File: config.mk
export PLATFORM = sky130hd
export DESIGN_NAME = root_square_check_flat
export DESIGN_NICKNAME = d
export VERILOG_FILES = /design/src/rtl/root_square_check_pkg.sv /design/src/rtl/root_square_check_if.sv /design/src/rtl/root_square_check_seq_squarer.sv /design/src/rtl/root_square_check.sv /design/src/flat_wrapper.sv
export SDC_FILE = /design/constraint.sdc
export NUM_CORES = 1
export LEC_CHECK = 0
export CORE_MARGIN = 2
export CORE_UTILIZATION = 40
export CTS_CLUSTER_DIAMETER = 120
export DETAILED_ROUTE_END_ITERATION = 8
export PLACE_DENSITY = 0.63
export SLEW_MARGIN = 20
export SYNTH_ARGS = -nofsm -noshare
export SYNTH_HDL_FRONTEND = slang
export SYNTH_HIERARCHICAL = 1
export SYNTH_SLANG_ARGS = --single-unit
File: constraint.sdc
create_clock -name clk -period 4.2 [get_ports clk]
set_clock_uncertainty 0.2 [all_clocks]
set_input_delay 0.63 -clock clk [delete_from_list [all_inputs] [get_ports clk]]
set_output_delay 0.63 -clock clk [all_outputs]
set_load 0.02 [all_outputs]
File: src/rtl/root_square_check_pkg.sv
// ----------------------------------------------------------------------------
// root_square_check_pkg
// Shared types for the square-root result checker of the MDR system.
//   MDR_DW           : default root operand width
//   DW2              : squared-value width (2*MDR_DW)
//   data_t           : 2*DW-wide value (reminder, rebuilt square)
//   data_in_t        : DW-wide value (root, original operand)
//   root_chk_cnt_t   : multiply step counter
//   root_chk_state_t : checker FSM states
// ----------------------------------------------------------------------------
package root_square_check_pkg;

    localparam int unsigned MDR_DW = 16;
    localparam int unsigned DW2    = 2 * MDR_DW;

    typedef logic [DW2-1:0]             data_t;
    typedef logic [MDR_DW-1:0]          data_in_t;
    typedef logic [$clog2(MDR_DW)-1:0]  root_chk_cnt_t;

    typedef enum logic [1:0] {
        IDLE,
        MUL,
        ADD,
        DONE
    } root_chk_state_t;

endpackage

File: src/rtl/root_square_check_if.sv
// ----------------------------------------------------------------------------
// root_square_check_if
// Request/result bundle of the root/reminder checker.
//   i_start     : one-cycle request, sampled only while the checker is idle
//   i_root      : root (quotient) to check
//   i_reminder  : reminder paired with i_root
//   i_val_x     : original operand
//   o_busy      : checker occupied
//   o_done      : one-cycle result strobe
//   o_value     : rebuilt root*root + reminder (low 2*DW bits)
//   o_match     : rebuilt value equals x (no overflow, bound ok)
//   o_overflow  : carry out of the final add
//   o_bound_err : reminder exceeds 2*root (bound build only)
// Modports: master drives requests, slave (the checker) drives results.
// ----------------------------------------------------------------------------
interface root_square_check_if
    import root_square_check_pkg::*;
#(
    parameter int unsigned DW = MDR_DW
);

    logic              i_start;
    logic [DW-1:0]     i_root;
    logic [2*DW-1:0]   i_reminder;
    logic [DW-1:0]     i_val_x;
    logic              o_busy;
    logic              o_done;
    logic [2*DW-1:0]   o_value;
    logic              o_match;
    logic              o_overflow;
    logic              o_bound_err;

    modport master (
        output i_start, i_root, i_reminder, i_val_x,
        input  o_busy, o_done, o_value, o_match, o_overflow, o_bound_err
    );

    modport slave (
        input  i_start, i_root, i_reminder, i_val_x,
        output o_busy, o_done, o_value, o_match, o_overflow, o_bound_err
    );

endinterface

File: src/rtl/root_square_check_seq_squarer.sv
// ----------------------------------------------------------------------------
// root_square_check_seq_squarer
// Shift-add squarer: one partial product per step, then a single addend add.
//   clk, rst   : clock, synchronous active-high reset
//   load       : capture root as multiplicand/multiplier, clear acc/counter
//   step       : one shift-add iteration
//   add_rem    : acc += addend
//   root       : operand to square
//   addend     : value added after the last step (reminder)
//   acc        : 2*DW+1 bit accumulator
//   last_step  : current step is the final one (counter == DW-1)
// ----------------------------------------------------------------------------
module root_square_check_seq_squarer
    import root_square_check_pkg::*;
#(
    parameter int unsigned DW = MDR_DW
) (
    input  logic             clk,
    input  logic             rst,
    input  logic             load,
    input  logic             step,
    input  logic             add_rem,
    input  logic [DW-1:0]    root,
    input  logic [2*DW-1:0]  addend,
    output logic [2*DW:0]    acc,
    output logic             last_step
);

    localparam int unsigned CW = (DW > 1) ? $clog2(DW) : 1;

    logic [2*DW-1:0] mcand;
    logic [DW-1:0]   mplier;
    logic [CW-1:0]   cnt;

    always_ff @(posedge clk) begin
        if (rst) begin
            mcand  <= '0;
            mplier <= '0;
            acc    <= '0;
            cnt    <= '0;
        end else if (load) begin
            mcand  <= {{DW{1'b0}}, root};
            mplier <= root;
            acc    <= '0;
            cnt    <= '0;
        end else if (step) begin
            if (mplier[0]) begin
                acc <= acc + {1'b0, mcand};
            end
            mcand  <= mcand << 1;
            mplier <= mplier >> 1;
            cnt    <= cnt + CW'(1);
        end else if (add_rem) begin
            acc <= acc + {1'b0, addend};
        end
    end

    assign last_step = (cnt == CW'(DW - 1));

endmodule

File: src/rtl/root_square_check.sv
// ----------------------------------------------------------------------------
// root_square_check
// Sequential checker for square-root results: rebuilds root*root + reminder
// with a shift-add squarer and compares it with the original operand x.
//   clk  : system clock, rising edge
//   rst  : synchronous, active-high reset (aborts any run, clears outputs)
//   bus  : root_square_check_if.slave (request operands, result outputs)
// Timing: start accepted at edge N -> o_done high after edge N+DW+2.
// Optional build macro ROOT_CHECK_BOUND_EN: flags reminder > 2*root as
// o_bound_err and withholds o_match in that case.
// ----------------------------------------------------------------------------
module root_square_check
    import root_square_check_pkg::*;
#(
    parameter int unsigned DW = MDR_DW
) (
    input  logic                clk,
    input  logic                rst,
    root_square_check_if.slave  bus
);

    root_chk_state_t state, state_nxt;

    logic            load, step, add_rem, capture, busy;
    logic            last_step;
    logic [2*DW:0]   acc;
    logic [DW-1:0]   x_q;
    logic [2*DW-1:0] rem_q;

    logic            done_q, match_q, ovf_q, bnd_q;
    logic [2*DW-1:0] value_q;
    logic            eq_now, bnd_now;

    // ---------------- FSM: state register ----------------
    always_ff @(posedge clk) begin
        if (rst) begin
            state <= IDLE;
        end else begin
            state <= state_nxt;
        end
    end

    // ---------------- FSM: next state ----------------
    always_comb begin
        state_nxt = state;
        case (state)
            IDLE:    if (bus.i_start) state_nxt = MUL;
            MUL:     if (last_step)   state_nxt = ADD;
            ADD:     state_nxt = DONE;
            DONE:    state_nxt = IDLE;
            default: state_nxt = IDLE;
        endcase
    end

    // ---------------- FSM: outputs ----------------
    // Busy spans the result strobe too, so it falls together with o_done.
    always_comb begin
        load    = (state == IDLE) && bus.i_start;
        step    = (state == MUL);
        add_rem = (state == ADD);
        capture = (state == DONE);
        busy    = (state != IDLE) || done_q;
    end

    // ---------------- operand capture ----------------
    always_ff @(posedge clk) begin
        if (rst) begin
            x_q   <= '0;
            rem_q <= '0;
        end else if (load) begin
            x_q   <= bus.i_val_x;
            rem_q <= bus.i_reminder;
        end
    end

    root_square_check_seq_squarer #(
        .DW (DW)
    ) u_seq_squarer (
        .clk       (clk),
        .rst       (rst),
        .load      (load),
        .step      (step),
        .add_rem   (add_rem),
        .root      (bus.i_root),
        .addend    (rem_q),
        .acc       (acc),
        .last_step (last_step)
    );

    // ---------------- reminder bound ----------------
`ifdef ROOT_CHECK_BOUND_EN
    logic [DW-1:0] root_q;

    always_ff @(posedge clk) begin
        if (rst) begin
            root_q <= '0;
        end else if (load) begin
            root_q <= bus.i_root;
        end
    end

    // 2*root is a DW+1 bit quantity, zero-extended for the compare.
    assign bnd_now = (rem_q > {{(DW-1){1'b0}}, root_q, 1'b0});
`else
    assign bnd_now = 1'b0;
`endif

    assign eq_now = (acc[2*DW-1:0] == {{DW{1'b0}}, x_q});

    // ---------------- result registers ----------------
    always_ff @(posedge clk) begin
        if (rst) begin
            done_q  <= 1'b0;
            value_q <= '0;
            match_q <= 1'b0;
            ovf_q   <= 1'b0;
            bnd_q   <= 1'b0;
        end else begin
            done_q <= capture;
            if (capture) begin
                value_q <= acc[2*DW-1:0];
                ovf_q   <= acc[2*DW];
                bnd_q   <= bnd_now;
                match_q <= eq_now && !acc[2*DW] && !bnd_now;
            end
        end
    end

    assign bus.o_busy      = busy;
    assign bus.o_done      = done_q;
    assign bus.o_value     = value_q;
    assign bus.o_match     = match_q;
    assign bus.o_overflow  = ovf_q;
    assign bus.o_bound_err = bnd_q;

endmodule

File: src/flat_wrapper.sv
// flat-port wrapper written by rule: the top's interface ports become plain ports
module root_square_check_flat import root_square_check_pkg::*;
#(
    parameter int unsigned DW = MDR_DW
)
  (clk, rst, bus_i_start, bus_i_root, bus_i_reminder, bus_i_val_x, bus_o_busy, bus_o_done, bus_o_value, bus_o_match, bus_o_overflow, bus_o_bound_err);
  root_square_check_if #(.DW(DW)) bus_i ();
  input  logic clk;
  input  logic rst;
  input wire logic [$bits(bus_i.i_start)-1:0] bus_i_start;
  input wire logic [$bits(bus_i.i_root)-1:0] bus_i_root;
  input wire logic [$bits(bus_i.i_reminder)-1:0] bus_i_reminder;
  input wire logic [$bits(bus_i.i_val_x)-1:0] bus_i_val_x;
  output wire logic [$bits(bus_i.o_busy)-1:0] bus_o_busy;
  output wire logic [$bits(bus_i.o_done)-1:0] bus_o_done;
  output wire logic [$bits(bus_i.o_value)-1:0] bus_o_value;
  output wire logic [$bits(bus_i.o_match)-1:0] bus_o_match;
  output wire logic [$bits(bus_i.o_overflow)-1:0] bus_o_overflow;
  output wire logic [$bits(bus_i.o_bound_err)-1:0] bus_o_bound_err;
  assign bus_i.i_start = bus_i_start;
  assign bus_i.i_root = bus_i_root;
  assign bus_i.i_reminder = bus_i_reminder;
  assign bus_i.i_val_x = bus_i_val_x;
  assign bus_o_busy = bus_i.o_busy;
  assign bus_o_done = bus_i.o_done;
  assign bus_o_value = bus_i.o_value;
  assign bus_o_match = bus_i.o_match;
  assign bus_o_overflow = bus_i.o_overflow;
  assign bus_o_bound_err = bus_i.o_bound_err;
  root_square_check #(.DW(DW)) u_core (.clk(clk), .rst(rst), .bus(bus_i));
endmodule
# After elaboration in Yosys (flattened, before gate mapping)
# Index checks and enable logic that the tools add are counted.
# word_totals
register_bits,170
latch_bits,0
ram_bits,0
romBits,0
out_inout_bits,37
mem_count,0
# classes
add_sub_neg,3
mul,0
div_mod_pow,0
magnitude_cmp,0
eq_ne,8
n_shift,0
n_mux,10
n_bitwise,0
reduce_logical,11
# op_table
operator,n
2-to-1 mux 33 bit,3
adder 33 x 32 -> 33 bit,2
2-to-1 mux 16 bit,4
equality test 32 x 16 -> 1 bit,1
one-hot mux 2 bit (4 select lines),1
!= test 2 bit (second input constant),3
nonzero test 2 bit,3
adder 4 x 1 -> 4 bit (second input constant),1
equality test 2 bit (second input constant),2
equality test 4 bit (second input constant),1
2-to-1 mux 2 bit,2
AND reduction 2 bit,2
equality test 2 x 1 -> 1 bit (second input constant),1
logical AND 1 bit,2
zero test 2 bit,1
OR reduction 2 bit,1
zero test 1 bit,1
logical OR 1 bit,1

# Depth between registers and ports, before layout
# Gate-level depths: netlist (run 1).
# logic_depth
word_depth,3
ltp_mapped,17

# By module
# The synthesis (run 1) kept the hierarchy.
# by_module_without_submodules
module,n_inst,cells_per_inst,area_per_inst_um2,seq_area_each_um2
root_square_check_seq_squarer,1,665,5385.2,1701.6
root_square_check,1,368,3266.9,1701.6

# Worst setup path after synthesis (run 1)
# Ideal clock, no wire load.
# synth_timing
path_kind,flip-flop to flip-flop
startpoint,reg u_core.state[1]
endpoint,reg u_core.u_seq_squarer.acc[22]
arrival_time_ps,3472
required_ps,3929
path_slack_ps,457
path_stages_with_launch,16
n_path_buf,2
path_cell_list,dfxtp_1 -> inv_1 -> ha_1 -> clkbuf_1 -> clkbuf_1 -> mux2_2 -> ha_1 -> fa_1 -> a21oi_1 -> o211ai_2 -> nand4_2 -> a31oi_4 -> a211oi_1 -> xnor2_1 -> nand2_1 -> a21oi_1
# synth_via
elab_chain_len,3
# synth_lines
element,line,source
start: declaration,root_square_check.sv:22,"root_chk_state_t state, state_nxt;"
start signal: assignment,root_square_check.sv:39,state <= state_nxt;
equality test 2 x 1 -> 1 bit (*),root_square_check.sv:59,step = (state == MUL);
via u_core.step,root_square_check.sv:24,"logic load, step, add_rem, capture, busy;"
!= test 2 bit (no line) / nonzero test 2 bit (equally long branches),n/a,
AND reduction 2 bit (no line),n/a,
end signal: assignment,root_square_check_seq_squarer.sv:48,"acc <= acc + {1'b0, mcand};"
end signal: assignment,root_square_check_seq_squarer.sv:54,"acc <= acc + {1'b0, addend};"
end: declaration,root_square_check_seq_squarer.sv:25,"output logic [2*DW:0] acc,"
# The timed path passes the listed nets; every way through them passes the cells marked *.
# A chain may end at the register's enable or synchronous reset.

# Worst setup path after layout (run 1)
# Same ends and word-level chain as after synthesis.

==> results of run 1 <==
==> worst register-to-register path: cells and delay by family (launching register included) <==
family | cells | cell delay, ps
DFF | 1 | 380
adders and majority gates | 2 | 650
buffers and inverters | 2 | 360
and+or+nand+nor | 1 | 70
xor gates and xnor gates | 1 | 150
AOI/OAI and AO/OA | 7 | 1890
==> through the flow <==
| stage | hold WS [ps] | area (um^2) | setup WS [ps] | power, mW |
|---|---|---|---|---|
| global placement | 243 | 9820 | 608 | 3.97 |
| detailed placement | 244 | 9820 | 572 | 3.98 |
| global route | 276 | 10500 | 202 | 6.01 |
| CTS | 256 | 10500 | 557 | 5.71 |
| floorplan | 234 | 8650 | 457 | 3.48 |
| finish | 255 | 10500 | 440 | 5.68 |
==> routing by layer <==
metal  global-route usage (%)  up-vias  part of all wire (%)
met3                     3.25       19                   4.3
met1                     29.3     3361                    51
li1                         -     3656                     -
met4                     6.26        0                   1.3
met2                     29.5      160                    43
met5                        0        -                     0
==> worst paths after layout <==
kind | from | endpoint | cells after the start
max reg2reg | u_core/state[1]$_SDFFE_PP0P_ | u_core/u_seq_squarer/acc[22]$_SDFFE_PP0P_ | 13
min | u_core/rem_q[1]$_SDFFE_PP0P_ | u_core/rem_q[1]$_SDFFE_PP0P_ | 2
min reg2reg | u_core/rem_q[1]$_SDFFE_PP0P_ | u_core/rem_q[1]$_SDFFE_PP0P_ | 2
max | u_core/state[1]$_SDFFE_PP0P_ | u_core/u_seq_squarer/acc[22]$_SDFFE_PP0P_ | 13
==> final cells by class <==
| type | count | area (um^2) |
|---|---|---|
| Timing Repair Buffer | 112 | 1110 |
| Fill cell | 2039 | 10700 |
| Multi-Input combinational cell | 756 | 4810 |
| Tap cell | 275 | 344 |
| Sequential cell | 170 | 3400 |
| Inverter | 42 | 158 |
| Clock buffer | 18 | 439 |
| Clock inverter | 14 | 213 |
==> power by group through the flow <==
stage / sequential (mW) / clock [mW] / combinational [mW]
3_5_place_dp: 2.04 / 0 / 1.94
6_report: 2.01 / 1.72 / 1.95
4_1_cts: 2.01 / 1.76 / 1.95
2_1_floorplan: 1.98 / 0 / 1.50
3_3_place_gp: 2.04 / 0 / 1.93
5_1_grt: 2.04 / 1.83 / 2.14
==> sequential cells by signal, indices dropped and copies added (netlist names) <==
name                         count
u_core/x_q                      16
u_core/bus.o_overflow            1
u_core/u_seq_squarer/acc        33
u_core/u_seq_squarer/mcand      32
u_core/u_seq_squarer/cnt         4
u_core/state                     2
u_core/u_seq_squarer/mplier     16
u_core/rem_q                    32
u_core/bus.o_done                1
u_core/bus.o_value              32
u_core/bus.o_match               1
==> logic make-up (layout without fill, tap and decap cells) <==
group / count (synthesis) / count (layout) / share of synthesized area, %
AOI/OAI and AO/OA: 264 / 264 / 18.5
xor gates and xnor gates: 47 / 47 / 4.76
adders and majority gates: 39 / 39 / 5.73
buffers and inverters: 107 / 186 / 5.28
DFF: 170 / 170 / 39.3
muxes: 83 / 83 / 10.3
other: 1 / 1 / 0.0433
and+or+nand+nor: 322 / 322 / 16.1
==> cell usage in the layout (no fill, tap or decap), types with 12 or more instances in the layout <==
master	n
nand2_1	181
dfxtp_1	170
a21oi_1	133
clkdlybuf4s50_1	101
nor2_1	68
mux2_2	45
inv_1	41
mux2i_1	38
ha_1	36
o21ai_0	34
o21a_1	34
xor2_1	32
nand2b_1	20
clkbuf_16	17
xnor2_1	15
a21o_1	13
nand4_1	12
==> flow_summary.json, run 1 <==
{
  "intPower_mw": 3.69,
  "cp_slowest_cell": "o21ai_0",
  "cts_max_path_buffers": 2,
  "postRouteAntennaNets": 0,
  "dr_total_vias": 7196,
  "cp_max_fo": 35,
  "port_buffers": 102,
  "cts_resized": 0,
  "first_pass_iters": 5,
  "overflow": 0,
  "viasPerCell": 5.19,
  "fin_cells": 1387,
  "placed_cells": 1355,
  "synth_area_leaders": "dfxtp_1 (39%), nand2_1 (7.9%), a21oi_1 (7.7%), mux2_2 (5.9%), ha_1 (5.5%)",
  "grt_setup_unrepaired": "no",
  "cts.clk_slew.worst_paths_ps": 70,
  "fmax_mhz": 266,
  "pwr-share-comb_pct": 34.3,
  "cp_data_required_time_ps": 4350,
  "routedWlPerCell_um": 16.0,
  "cp-end-kind": "flip-flop",
  "cts_buffers": 17,
  "synth_top_area_share_pct": 39.3,
  "antenna_found_initial": 0,
  "first_iter_violations": 536,
  "drv_slew": 0,
  "switching_power_mw": 1.99,
  "crit_chain": "inv_1 > ha_4 > buf_4 > o21ai_0 > ha_1 > a21o_1 > a21o_1 > a21oi_1 > o22ai_1 > a211oi_1 > xnor2_1 > nand2_1 > a21oi_1",
  "clock_sinks": 170,
  "cts_root_buf": "clkbuf_16",
  "critPathMaxStageDelay_ps": 420,
  "start_util_pct": 40.9,
  "finalSetupViolations": 0,
  "yosysMostFrequentCell": "nand2_1",
  "hold_buffers": 0,
  "track_usage_pct": 19.8,
  "min_period_ps": 3760,
  "area_delta_synth_final_pct": 21.0,
  "dominantRegCellSynth": "dfxtp_1",
  "drc": 0,
  "cp_top_family": "compound AO/OA/AOI/OAI gates",
  "switching_share_pct": 35.1,
  "tns_ps": 0,
  "leakage_nw": 4.15,
  "cts_tree": "yes",
  "drive_above_1_share_pct": 9.53,
  "ys_ff_latch": 170,
  "grt_pass1_vias": 6638,
  "critPathArrivalTime_ps": 3910,
  "num_rows": 53,
  "utilization_pct": 49.5,
  "clockPowerShare_pct": 30.3,
  "n_antenna_cell": 0,
  "max_slew_margin_pct": 37.2,
  "hold_viol_final": 0,
  "post-cts-setup-buffers": 0,
  "syn_area_um2": 8650,
  "core_area_um2": 21200,
  "critPathBufInv": 2,
  "dp_hpwl_um": 16000,
  "yosys-top-cells-count": "nand2_1 (181), dfxtp_1 (170), a21oi_1 (133), nor2_1 (68), mux2_2 (45)",
  "syn_inst": 1033,
  "synth_edf_count": 0,
  "ir_drop_mv": 0.302,
  "period_share_pct": 89.5,
  "seq_power_share_pct": 35.4,
  "startpoint_type": "flip-flop",
  "finalWirelength_um": 22200,
  "synth_top_cell_by_area": "dfxtp_1",
  "die_h_um": 151,
  "regToRegSetupSlack_ps": 440,
  "htree_num_levels": 4,
  "tightestPinTransition_ps": 939,
  "power.density_nw_per_um2": 543,
  "place.gp.congestion": 0.924,
  "ys_warn_count": 6,
  "grt_max_degree": 99,
  "synthArstFlopShare_pct": 0,
  "ys_seq_area_share_pct": 39.3,
  "clk_latency_ps": 430,
  "mappedNetlistNets": 1139,
  "hold_class": "flip-flop to flip-flop",
  "avgSynthCellArea_um2": 8.38,
  "grt_pass1_wl_um": 35000,
  "worstSetupPathType": "flip-flop to flip-flop",
  "die_x_um": 151,
  "drv_cap": 0,
  "ys_types": 59,
  "nets": 1205,
  "pin_count": 104,
  "status": "completed",
  "die_area_um2": 22800
}
(Power assumes the default switching activity.)
==> inputs of run 2 (changes only) <==
--- a/config.mk
+++ b/config.mk
@@ -9,7 +9,8 @@
 export CORE_UTILIZATION = 40
 export CTS_CLUSTER_DIAMETER = 120
 export DETAILED_ROUTE_END_ITERATION = 8
-export PLACE_DENSITY = 0.63
+export PLACE_DENSITY = 0.62
+export SKIP_LAST_GASP = 1
 export SLEW_MARGIN = 20
 export SYNTH_ARGS = -nofsm -noshare
 export SYNTH_HDL_FRONTEND = slang
==> run 2 against run 1 <==
Against the previous run:
- via count hardly changed
- critical path depth stayed put
- register-to-register slack worse by 30 ps
- sequential share of layout area is 0.14 points higher
- global-route usage is 0.77 points higher
- cell area is 0.43% lower
- flip-flop and latch count stayed put
- die area stayed put
- critical endpoint is now u_core/u_seq_squarer/acc[28]$_SDFFE_PP0P_
- largest power group unchanged
==> flow_summary.json, run 2 (synthesized netlist as in run 1, its figures left out) <==
{
  "max_slew_margin_pct": 46.2,
  "tightestPinTransition_ps": 807,
  "critPathMaxStageDelay_ps": 370,
  "drv_cap": 0,
  "grt_max_degree": 77,
  "place.gp.congestion": 0.901,
  "viasPerCell": 5.18,
  "hold_depth": 2,
  "fmax_mhz": 264,
  "finalWirelength_um": 22800,
  "status": "completed",
  "n_antenna_cell": 0,
  "cts.clk_slew.worst_paths_ps": 70,
  "cp-end-kind": "flip-flop",
  "seq_power_share_pct": 36.1,
  "num_rows": 53,
  "reg2reg_to": "u_core/u_seq_squarer/acc[28]$_SDFFE_PP0P_",
  "reg2reg_depth": 13,
  "core_area_um2": 21200,
  "pin_count": 104,
  "first_pass_iters": 5,
  "critPathArrivalTime_ps": 3900,
  "die_x_um": 151,
  "intPower_mw": 3.56,
  "clockPowerShare_pct": 28.9,
  "power.density_nw_per_um2": 537,
  "n_fill_cell": 2052,
  "port_buffers": 102,
  "hold_viol_final": 0,
  "crit_chain": "inv_1 > ha_4 > buf_4 > mux2_2 > ha_1 > a21oi_1 > o21bai_1 > a211oi_1 > nor3_1 > a31oi_1 > o21ai_1 > xnor2_1 > o21ai_0",
  "cts_max_path_buffers": 2,
  "cts_buffers": 17,
  "grt_setup_unrepaired": "no",
  "critPathBufInv": 2,
  "start_util_pct": 40.9,
  "ir_drop_mv": 0.386,
  "grt_pass1_vias": 6597,
  "antenna_found_initial": 1,
  "cp_top_family": "compound AO/OA/AOI/OAI gates",
  "crit_start": "u_core/state[1]$_SDFFE_PP0P_",
  "cp_max_fo": 25,
  "routedWlPerCell_um": 16.4,
  "pwr-share-comb_pct": 35.0,
  "cp_data_required_time_ps": 4310,
  "startpoint_type": "flip-flop",
  "clock_sinks": 170,
  "area_delta_synth_final_pct": 20.5,
  "die_area_um2": 22800,
  "hold_path_startpoint": "u_core/rem_q[24]$_SDFFE_PP0P_",
  "cp_slowest_cell": "ha_4",
  "hold_class": "flip-flop to flip-flop",
  "design_area_um2": 10400,
  "crit-reg2reg-launch": "u_core/state[1]$_SDFFE_PP0P_",
  "period_share_pct": 90.2,
  "drc": 0,
  "postRouteAntennaNets": 0,
  "worstHoldEndpoint": "u_core/rem_q[24]$_SDFFE_PP0P_",
  "mostFrequentLayoutCell": "nand2_1",
  "clk_latency_ps": 440,
  "tns_ps": 0,
  "regToRegSetupSlack_ps": 410,
  "nets": 1208,
  "first_iter_violations": 528,
  "track_usage_pct": 20.6,
  "hold_buffers": 0,
  "die_h_um": 151,
  "regMostFlops": "u_core/u_seq_squarer/acc",
  "dp_hpwl_um": 16600,
  "min_period_ps": 3790,
  "worstSetupPathType": "flip-flop to flip-flop",
  "dr_total_vias": 7200,
  "cts_tree": "yes",
  "largest_reg_flops": 33,
  "drv_slew": 0,
  "switching_power_mw": 2.04,
  "place_area_um2": 9830,
  "htree_num_levels": 4,
  "finalSetupViolations": 0,
  "cts_root_buf": "clkbuf_16",
  "drive_above_1_share_pct": 9.78,
  "overflow": 0,
  "leakage_nw": 4.14,
  "switching_share_pct": 36.4,
  "cts_resized": 0,
  "final_cell_mix": "nand2_1 (181), dfxtp_1 (170), a21oi_1 (133)",
  "grt_pass1_wl_um": 36200,
  "post-cts-setup-buffers": 0
}
[run 2: cell count changes in the layout (fill, tap and decap cells not counted), sizes merged]
| cell | change |
|---|---|
| buf | +3 |
| inv | +2 |
| bufinv | -2 |
[run 2: tightest hold or removal path, delay by kind of cell, from the launching register on]
kind            cells  cell delay, ps
compound gates      1              50
flops               1             310
simple gates        1              50
[run 2: layer usage]
metal / GRT usage [%] / routed length [um] / up-vias
li1: - / - / 3659
met1: 31.4 / 12000 / 3368
met2: 30.0 / 9640 / 148
met3: 3.64 / 897 / 25
met4: 5.05 / 284 / 0
met5: 0 / 0 / -
[run 2: final cells by class]
class,instances,area [um^2],area share [%]
multi-input combinational,756,4810,46.1
sequential,170,3400,32.6
timing repair buffer,115,1120,10.7
clock buffer,18,439,4.21
tap,275,344,3.30
clock inverter,14,158,1.51
inverter,42,158,1.51
[run 2: worst max-delay path by stage]
| stage | slack (ps) | to | cells after the start |
|---|---|---|---|
| detailed placement | 500 | u_core/u_seq_squarer/acc[28]$_SDFFE_PP0P_ | 13 |
| global route | 180 | u_core/u_seq_squarer/acc[28]$_SDFFE_PP0P_ | 13 |
| finish | 410 | u_core/u_seq_squarer/acc[28]$_SDFFE_PP0P_ | 13 |
| floorplan | 460 | u_core/u_seq_squarer/acc[22]$_SDFFE_PP0P_ | 15 |
| CTS | 450 | u_core/u_seq_squarer/acc[28]$_SDFFE_PP0P_ | 13 |
| global placement | 550 | u_core/u_seq_squarer/acc[22]$_SDFFE_PP0P_ | 13 |
[run 2: power by group through the flow]
stage / logic [mW] / clock network (mW) / registers, mW
2_1_floorplan: 1.50 / 0 / 1.98
3_3_place_gp: 1.94 / 0 / 2.05
3_5_place_dp: 1.95 / 0 / 2.06
4_1_cts: 1.96 / 1.66 / 2.02
5_1_grt: 2.16 / 1.71 / 2.05
6_report: 1.96 / 1.62 / 2.02
[run 2: through the flow]
stage          total power [mW]  hold WS, ps  std cells  setup WS [ps]  utilization (%)
2_1_floorplan              3.48          234       1033            457                -
3_5_place_dp               4.00          245       1358            501             46.5
3_3_place_gp               3.99          242       1358            553             46.5
4_1_cts                    5.64          254       1390            446             49.3
6_report                   5.60          254       1390            414             49.3
5_1_grt                    5.92          281       1390            179             49.3
